File: src/rtl/mu0_pkg.sv
// Shared constants for the MU0 control unit: opcodes, ALU function codes,
// FSM state encodings and the default instruction-counter width.
package mu0_pkg;

  localparam logic [3:0] OP_LDA = 4'h0;
  localparam logic [3:0] OP_STA = 4'h1;
  localparam logic [3:0] OP_ADD = 4'h2;
  localparam logic [3:0] OP_SUB = 4'h3;
  localparam logic [3:0] OP_JMP = 4'h4;
  localparam logic [3:0] OP_JGE = 4'h5;
  localparam logic [3:0] OP_JNE = 4'h6;
  localparam logic [3:0] OP_STP = 4'h7;

  localparam logic [1:0] FS_Y   = 2'b00;
  localparam logic [1:0] FS_ADD = 2'b01;
  localparam logic [1:0] FS_INC = 2'b10;
  localparam logic [1:0] FS_SUB = 2'b11;

  typedef enum logic [1:0] {
    S_FETCH = 2'b00,
    S_EXEC  = 2'b01,
    S_HALT  = 2'b10
  } state_t;

  localparam int CNT_W_DEF = 16;

endpackage

File: src/rtl/mu0_decode.sv
// EXEC-state instruction decoder. Purely combinational: produces the control
// word for the current opcode plus "done" (instruction completes this cycle)
// and "stop" (instruction is STP).
module mu0_decode
  import mu0_pkg::*;
(
  input  logic [3:0] F,
  input  logic       N,
  input  logic       Z,
  input  logic       Mem_Ready,
  output logic       x_sel_o,
  output logic       y_sel_o,
  output logic       addr_sel_o,
  output logic [1:0] alu_fs_o,
  output logic       pc_en_o,
  output logic       acc_en_o,
  output logic       rd_o,
  output logic       wr_o,
  output logic       done_o,
  output logic       stop_o
);

  // Decode the opcode; memory opcodes gate their enable and completion on Mem_Ready.
  always_comb begin
    x_sel_o    = 1'b0;
    y_sel_o    = 1'b0;
    addr_sel_o = 1'b0;
    alu_fs_o   = FS_Y;
    pc_en_o    = 1'b0;
    acc_en_o   = 1'b0;
    rd_o       = 1'b0;
    wr_o       = 1'b0;
    done_o     = 1'b1;
    stop_o     = 1'b0;
    case (F)
      OP_LDA: begin
        addr_sel_o = 1'b1;
        rd_o       = 1'b1;
        alu_fs_o   = FS_Y;
        acc_en_o   = Mem_Ready;
        done_o     = Mem_Ready;
      end
      OP_STA: begin
        addr_sel_o = 1'b1;
        wr_o       = 1'b1;
        done_o     = Mem_Ready;
      end
      OP_ADD, OP_SUB: begin
        addr_sel_o = 1'b1;
        rd_o       = 1'b1;
        alu_fs_o   = (F == OP_ADD) ? FS_ADD : FS_SUB;
        acc_en_o   = Mem_Ready;
        done_o     = Mem_Ready;
      end
      OP_JMP: begin
        y_sel_o = 1'b1;
        pc_en_o = 1'b1;
      end
      OP_JGE: begin
        y_sel_o = 1'b1;
        pc_en_o = ~N;
      end
      OP_JNE: begin
        y_sel_o = 1'b1;
        pc_en_o = ~Z;
      end
      OP_STP: begin
        stop_o = 1'b1;
      end
      default: begin
      end
    endcase
  end

endmodule

File: src/rtl/mu0_control.sv
// MU0 control unit: fetch/execute sequencer with Mem_Ready wait states,
// registered Halted flag and a saturating completed-instruction counter.
// Handshake: a memory access is held (strobe stays high, enables low) until
// the cycle Mem_Ready=1; that cycle both loads the target register and
// completes the access. Mem_Ready is don't-care when no strobe is high.
module mu0_control
  import mu0_pkg::*;
#(
  parameter int CNT_W = CNT_W_DEF
) (
  input  logic             Clk,
  input  logic             Reset,
  input  logic [3:0]       F,
  input  logic             N,
  input  logic             Z,
  input  logic             Mem_Ready,
  output logic             X_sel,
  output logic             Y_sel,
  output logic             Addr_sel,
  output logic [1:0]       ALU_fs,
  output logic             PC_En,
  output logic             IR_En,
  output logic             Acc_En,
  output logic             Rd,
  output logic             Wr,
  output logic             Halted,
  output logic [CNT_W-1:0] Instr_Count
);

  state_t           state_q, state_d;
  logic             halted_q, halted_d;
  logic [CNT_W-1:0] cnt_q, cnt_d;

  logic       d_x_sel, d_y_sel, d_addr_sel, d_pc_en, d_acc_en, d_rd, d_wr;
  logic       d_done, d_stop;
  logic [1:0] d_alu_fs;
  logic       exec_done;

  mu0_decode u_decode (
    .F          (F),
    .N          (N),
    .Z          (Z),
    .Mem_Ready  (Mem_Ready),
    .x_sel_o    (d_x_sel),
    .y_sel_o    (d_y_sel),
    .addr_sel_o (d_addr_sel),
    .alu_fs_o   (d_alu_fs),
    .pc_en_o    (d_pc_en),
    .acc_en_o   (d_acc_en),
    .rd_o       (d_rd),
    .wr_o       (d_wr),
    .done_o     (d_done),
    .stop_o     (d_stop)
  );

  assign exec_done = (state_q == S_EXEC) && d_done;

  // State, halted flag and counter registers with asynchronous reset.
  always_ff @(posedge Clk or negedge Reset) begin
    if (!Reset) begin
      state_q  <= S_FETCH;
      halted_q <= 1'b0;
      cnt_q    <= '0;
    end else begin
      state_q  <= state_d;
      halted_q <= halted_d;
      cnt_q    <= cnt_d;
    end
  end

  // Next-state logic: FETCH waits for Mem_Ready, EXEC waits for completion.
  always_comb begin
    state_d = state_q;
    case (state_q)
      S_FETCH: state_d = Mem_Ready ? S_EXEC : S_FETCH;
      S_EXEC:  if (d_done) state_d = d_stop ? S_HALT : S_FETCH;
      S_HALT:  state_d = S_HALT;
      default: state_d = S_FETCH;
    endcase
    halted_d = (state_d == S_HALT);
    cnt_d    = cnt_q;
    if (exec_done && (cnt_q != {CNT_W{1'b1}}))
      cnt_d = cnt_q + CNT_W'(1);
  end

  // Output logic: FETCH/HALT words here, EXEC word from the decoder; all
  // forced low while Reset is asserted so strobes drop asynchronously.
  always_comb begin
    X_sel    = 1'b0;
    Y_sel    = 1'b0;
    Addr_sel = 1'b0;
    ALU_fs   = FS_Y;
    PC_En    = 1'b0;
    IR_En    = 1'b0;
    Acc_En   = 1'b0;
    Rd       = 1'b0;
    Wr       = 1'b0;
    if (Reset) begin
      case (state_q)
        S_FETCH: begin
          X_sel  = 1'b1;
          ALU_fs = FS_INC;
          Rd     = 1'b1;
          PC_En  = Mem_Ready;
          IR_En  = Mem_Ready;
        end
        S_EXEC: begin
          X_sel    = d_x_sel;
          Y_sel    = d_y_sel;
          Addr_sel = d_addr_sel;
          ALU_fs   = d_alu_fs;
          PC_En    = d_pc_en;
          Acc_En   = d_acc_en;
          Rd       = d_rd;
          Wr       = d_wr;
        end
        default: begin
        end
      endcase
    end
  end

  assign Halted      = halted_q;
  assign Instr_Count = cnt_q;

endmodule

File: config.mk
export PLATFORM = sky130hd
export DESIGN_NAME = mu0_control
export DESIGN_NICKNAME = d
export VERILOG_FILES = /design/src/rtl/mu0_pkg.sv /design/src/rtl/mu0_decode.sv /design/src/rtl/mu0_control.sv
export SDC_FILE = /design/constraint.sdc
export NUM_CORES = 1
export LEC_CHECK = 0
export CAP_MARGIN = 20
export CORE_MARGIN = 2
export CORE_UTILIZATION = 44
export DETAILED_ROUTE_END_ITERATION = 16
export PLACE_DENSITY = 0.78
export SLEW_MARGIN = 20
export SYNTH_ARGS = -nofsm -noshare
export SYNTH_HDL_FRONTEND = slang
export SYNTH_SLANG_ARGS = --single-unit
File: constraint.sdc
create_clock -name Clk -period 2.3 [get_ports Clk]
set_input_delay 0.345 -clock Clk [delete_from_list [all_inputs] [get_ports Clk]]
set_output_delay 0.345 -clock Clk [all_outputs]
set_load 0.02 [all_outputs]
# Word-level counts from Yosys, hierarchy flattened
# Index checks and enable logic that the tools add are counted.
# totals
input_bits	9
wordCells	57
out_inout_bits	27
reg_bits	19
# op_classes
eq_ne	11
reduce_logical	8
add_sub_neg	1
mux	32
bitwise	2
# ops
cell	n
2-to-1 mux 1 bit	22
adder 16 x 1 -> 16 bit (second input constant)	1
== test 4 x 3 -> 1 bit (second input constant)	4
inequality test 16 bit (second input constant)	1
2-to-1 mux 2 bit	5
== test 4 x 2 -> 1 bit (second input constant)	2
one-hot mux 2 bit (3 select lines)	1
OR reduction 3 bit	2
== test 2 bit (second input constant)	2
== test 4 x 1 -> 1 bit (second input constant)	1
logical NOT 4 bit	1
one-hot mux 1 bit (2 select lines)	2
one-hot mux 2 bit (2 select lines)	1
OR reduction 4 bit	1
one-hot mux 1 bit (3 select lines)	1
== test 2 x 1 -> 1 bit (second input constant)	1
logical AND 1 bit	2
logical NOT 2 bit	1
inverter 1 bit	2
OR reduction 2 bit	1

# Logic depth before layout (Yosys ltp)
# logic_depth
ltp_word	6
mapped_depth	6
mapped_depth_nobuf	5

# Cells and area by module
# Synthesis repeated with hierarchy kept, for this count alone.
# unflattened
cells_unflattened	118
hier_area_um2	1168.6
# by_module_without_submodules
module	seq_area_each_um2	cells_each	area_each_um2	n_inst
mu0_control	475.5	101	1072.3	1
mu0_decode	0.0	17	96.3	1

# Worst setup path after synthesis
# OpenSTA, ideal clock, no wires.
# synth_timing
path_kind	register to register
start	register cnt_q[0] (netlist: Instr_Count[0])
end	register cnt_q[9] (netlist: Instr_Count[9])
arrival_time_ns	1.629
slack_ns	0.538
setup_ns	0.133
path_stages_with_launch	7
required_ns	2.167
period_less_slack_ns	1.762
n_path_buf	1
path_cell_list	dfrtp_1 ha_1 nand4_1 nor4_2 buf_2 nor3_1 xor2_1
# synth_between
elab_chain_len	2
word_cells_on_any_way	3
cone_classes	1 x add/sub; 1 x eq/ne; 1 x reduce/logical
# synth_lines
element	line_no	rtl
from (decl)	mu0_control.sv:32	logic [CNT_W-1:0] cnt_q, cnt_d;
from (signal assigned)	mu0_control.sv:67	cnt_q <= cnt_d;
branches (longest 2 deep; another with adder 16 x 1 -> 16 bit)	-	
# Several ways; the timed one is not identified.
# A chain may end at the register's enable or synchronous reset.

# Final worst setup path
# layout_timing
start	input port F[2]
end	output port Wr
# layout_between
elab_chain_len	4
# layout_lines
element	line_no	rtl
from (decl)	mu0_control.sv:13	input logic [3:0] F,
== test 4 x 1 -> 1 bit	mu0_decode.sv:35	case (F)
2-to-1 mux 1 bit	mu0_decode.sv:35	
2-to-1 mux 1 bit	mu0_control.sv:99	case (state_q)
2-to-1 mux 1 bit	mu0_control.sv:98	if (Reset) begin
to (decl)	mu0_control.sv:25	output logic Wr,
# No other way between the ends.

==> impl_results.rst <==
.. list-table::
   :header-rows: 1

   * - Metric
     - Value
   * - Via count of the first global-routing pass
     - 877
   * - Worst setup skew after layout
     - 6.646 ps
   * - Final number of max-transition violations
     - 0
   * - Detailed placement HPWL
     - 1781 um
   * - Highest net fanout along the worst path
     - 3
   * - Die outline height
     - roughly 52 um
   * - Highest achievable clock rate
     - 454.9 MHz
   * - Clock-pin slew of the registers on the worst-case setup and hold paths
     - 100 ps
   * - Critical path cell sequence
     - clkdlybuf4s50_1, nor2_1, nand3_1, nor2_1, clkdlybuf4s50_1
   * - Number of buffers inserted for hold repair after clock tree synthesis
     - 0
   * - Total power divided by cell area
     - about 680 mW/mm^2
   * - Worst slew margin
     - 0.7245
   * - Routability congestion estimate from global placement
     - about 0.86
   * - Post-synth net total
     - 116
   * - I/O pin count
     - 36
   * - Post-DRT Antenna Nets
     - 0
   * - Syn-to-layout area delta
     - 41.78%
   * - Root Buffer Master
     - sky130_fd_sc_hd__clkbuf_4
   * - Post-route setup TNS
     - 0 ps
   * - Detailed-route wire length per cell
     - between 10 and 15 um
   * - Utilization after layout
     - 0.6551
   * - Portion of the clock cycle consumed by the worst path in the final layout
     - 0.9558
   * - Vias per cell
     - 5.474
   * - Peak per-stage delay on the critical path
     - 610 ps
   * - Proportion of total power due to net switching
     - 0.3563
   * - Non-filler instance count after layout
     - 173
   * - Class of the tightest hold or removal check
     - flip-flop to flip-flop
   * - Share of total power in sequential cells
     - 0.465
   * - Clk pwr share
     - 0.172
   * - Sequential-to-total area share from yosys stat
     - 0.4697
   * - Slowest stage cell, crit path
     - sky130_fd_sc_hd__clkdlybuf4s50_1
   * - Detailed-routing iteration count for the pre-antenna-repair pass
     - 5
   * - Maximum resistive drop on vdd
     - 0.4139 mV
   * - Least-Margin Pin Slew
     - 409.9 ps
   * - Global Route Usage Sum
     - 0.1830
   * - Number of buffer cells added on primary ports
     - 35
   * - Arrival time of data at the critical path endpoint
     - 1850 ps
   * - Setup violation total in the final timing report
     - 0
   * - Post-layout min period
     - 2198 ps
   * - Ant. Diodes
     - 0
   * - Die area
     - 0.002700 mm^2
   * - Status
     - finished, final reports clean
   * - Post-Synthesis Mean Instance Area
     - 9.549 um^2
   * - Wirelength, routed
     - 2270 um
   * - Logic pwr share
     - 0.363
   * - Max Cap Violations
     - 0
   * - Total vias in the final route
     - 947
   * - Required time at the endpoint of the critical path
     - 1960 ps
   * - Internal Pwr Total
     - 0.6252 mW
   * - Post-synthesis cell count
     - 106
   * - Horizontal die dimension
     - 51.97 um
   * - Count of distinct cell types in the synthesized netlist
     - 24
   * - #FFs+latches synth
     - 19
   * - Core Area
     - 0.002191 mm^2
   * - Cts bufs inserted
     - 3
   * - Maximum buffer depth of the clock tree
     - 2
   * - Total global routing overflow
     - 0
   * - Post-CTS sizing
     - 3
   * - Classification of the worst setup path
     - input port to output port
   * - Maximum level of the CTS H-tree
     - 1
   * - Effective utilization at floorplan
     - 0.4620
   * - NumNets Final
     - ~160
   * - Crit. End Element
     - output port
   * - Global-route wire length before repair
     - 3650 um
   * - Placed cell count
     - 169
   * - Layout cell share with drive strength beyond 1
     - 0.06897
   * - Net switching component of the power
     - 0.3460 mW
   * - Number of antenna violations at the first check in global routing
     - 0
   * - Final hold vios
     - 0
   * - Total of warnings raised by yosys
     - 0
   * - Pin count of the biggest net entering global routing
     - 20
   * - Area of the mapped netlist
     - 0.001012 mm^2
   * - DR iter-0 viols
     - 17
   * - Number of rows in the core area
     - 17
   * - Total power
     - 0.9712 mW
   * - Post-route DRC violation count
     - 0
   * - Fillers
     - between 150 and 200
   * - Number of buffers inserted to repair setup after CTS
     - 0
   * - Clock Latency Late Sink
     - ~300 ps
   * - Kind of start point of the critical path
     - input port
   * - Clock tree from TritonCTS
     - built
   * - Pleak
     - 0.7485 nW
   * - Clock tree sinks
     - 19
synth_stat cells:
library cell | n | area (um^2)
sky130_fd_sc_hd__dfrtp_1 | 19 | 475.5
sky130_fd_sc_hd__xor2_1 | 15 | 131.4
sky130_fd_sc_hd__nand2_1 | 9 | 33.78
sky130_fd_sc_hd__nor3_1 | 9 | 45.04
sky130_fd_sc_hd__nand3_1 | 8 | 40.04
sky130_fd_sc_hd__nor2_1 | 7 | 26.28
sky130_fd_sc_hd__and3_1 | 5 | 31.28
sky130_fd_sc_hd__a21oi_1 | 4 | 20.02
sky130_fd_sc_hd__and2_1 | 4 | 25.02
sky130_fd_sc_hd__nand4_1 | 4 | 25.02
sky130_fd_sc_hd__nor4_1 | 4 | 25.02
sky130_fd_sc_hd__nand2b_1 | 3 | 18.77
sky130_fd_sc_hd__o21ai_0 | 3 | 15.01
sky130_fd_sc_hd__inv_1 | 2 | 7.510
sky130_fd_sc_hd__and2b_2 | 1 | 8.760
sky130_fd_sc_hd__and3b_1 | 1 | 8.760
sky130_fd_sc_hd__buf_2 | 1 | 5.000
sky130_fd_sc_hd__buf_6 | 1 | 11.26
sky130_fd_sc_hd__ha_1 | 1 | 12.51
sky130_fd_sc_hd__mux2_2 | 1 | 11.26
sky130_fd_sc_hd__nand4b_1 | 1 | 8.760
sky130_fd_sc_hd__nor3b_1 | 1 | 7.510
sky130_fd_sc_hd__nor4_2 | 1 | 12.51
sky130_fd_sc_hd__o22ai_1 | 1 | 6.260
area by class of cell:
cell class / instances / area, um^2 / share of cell area
flip-flops and latches: 19 / 476.7 / 0.3322
repair buffers: 37 / 375.4 / 0.2616
well taps: 28 / 35.03 / 0.02441
multi-input cells: 83 / 513.0 / 0.3575
clock inverters: 1 / 5.005 / 0.003487
clock buffers: 3 / 22.52 / 0.01569
inverters: 2 / 7.507 / 0.005231
stage by stage:
| step | hold WS (ps) | setup WS (ps) | instance area, um^2 |
|---|---|---|---|
| 2_1_floorplan | 49.41 | 537.8 | 1012 |
| 3_3_place_gp | 439.3 | 39.76 | 1396 |
| 3_5_place_dp | 448.7 | -1.354 | 1396 |
| 4_1_cts | 459.8 | 15.44 | 1423 |
| 5_1_grt | 483.1 | -24.16 | 1435 |
| 6_report | 460.4 | 101.6 | 1435 |
worst max-delay path, delay by kind of cell:
family                 cells  cell delay (ps)
buffers and inverters      2             1050
and+or+nand+nor            3              450
cell usage in the layout, fill, tap and decap left out, drive strengths merged, types with 3 or more instances in the layout:
master,count
clkbuf,3
clkdlybuf4s50,28
nor4,5
nand4,4
nand3,8
xor2,15
and3,5
nand2b,3
nand2,9
dlymetal6s2s,5
nor2,7
dfrtp,19
nor3,9
and2,4
o21ai,3
a21oi,4
sequential cells by signal (all words and copies together) (netlist names):
| signal | cells |
|---|---|
| Instr_Count | 16 |
| state_q | 2 |
| Halted | 1 |
routing by layer:
layer | wire (um) | track usage
met3 | 195 | 0.06897
met4 | 47 | 0.06140
met1 | 921 | 0.2011
met5 | 0 | 0
met2 | 1106 | 0.3207
worst paths after layout:
| path | start | to | slack [ps] | depth (start not counted) |
|---|---|---|---|---|
| min in group asynchronous | Reset | Instr_Count[8] | 510 | 2 |
| worst max-delay path | F[2] | Wr | 100 | 5 |
| max in group asynchronous | Reset | state_q[0] | 1560 | 2 |
| worst min register to register | state_q[1] | state_q[0] | 460 | 1 |
| worst min-delay path | state_q[1] | state_q[0] | 460 | 1 |
| worst max register to register | Instr_Count[0] | Instr_Count[1] | 330 | 6 |
power groups by stage:
stage	clock, mW	sequential, mW	combinational (mW)
after floorplan	0	0.509	0.135
after global placement	0	0.455	0.351
after detailed placement	0	0.459	0.358
after CTS	0.175	0.453	0.358
after global routing	0.188	0.461	0.379
final	0.167	0.452	0.352
kinds of logic (layout without fill, tap and decap cells):
group,count (synthesis),in the layout,share of synthesized area
muxes,1,1,0.01112
buffers and inverters,4,43,0.02348
and+or+nand+nor,58,58,0.3127
adders and majority gates,1,1,0.01236
xor gates and xnor gates,15,15,0.1298
DFF,19,19,0.4697
AOI/OAI and AO/OA,8,8,0.04079
Power figures use the tool's default switching activity.
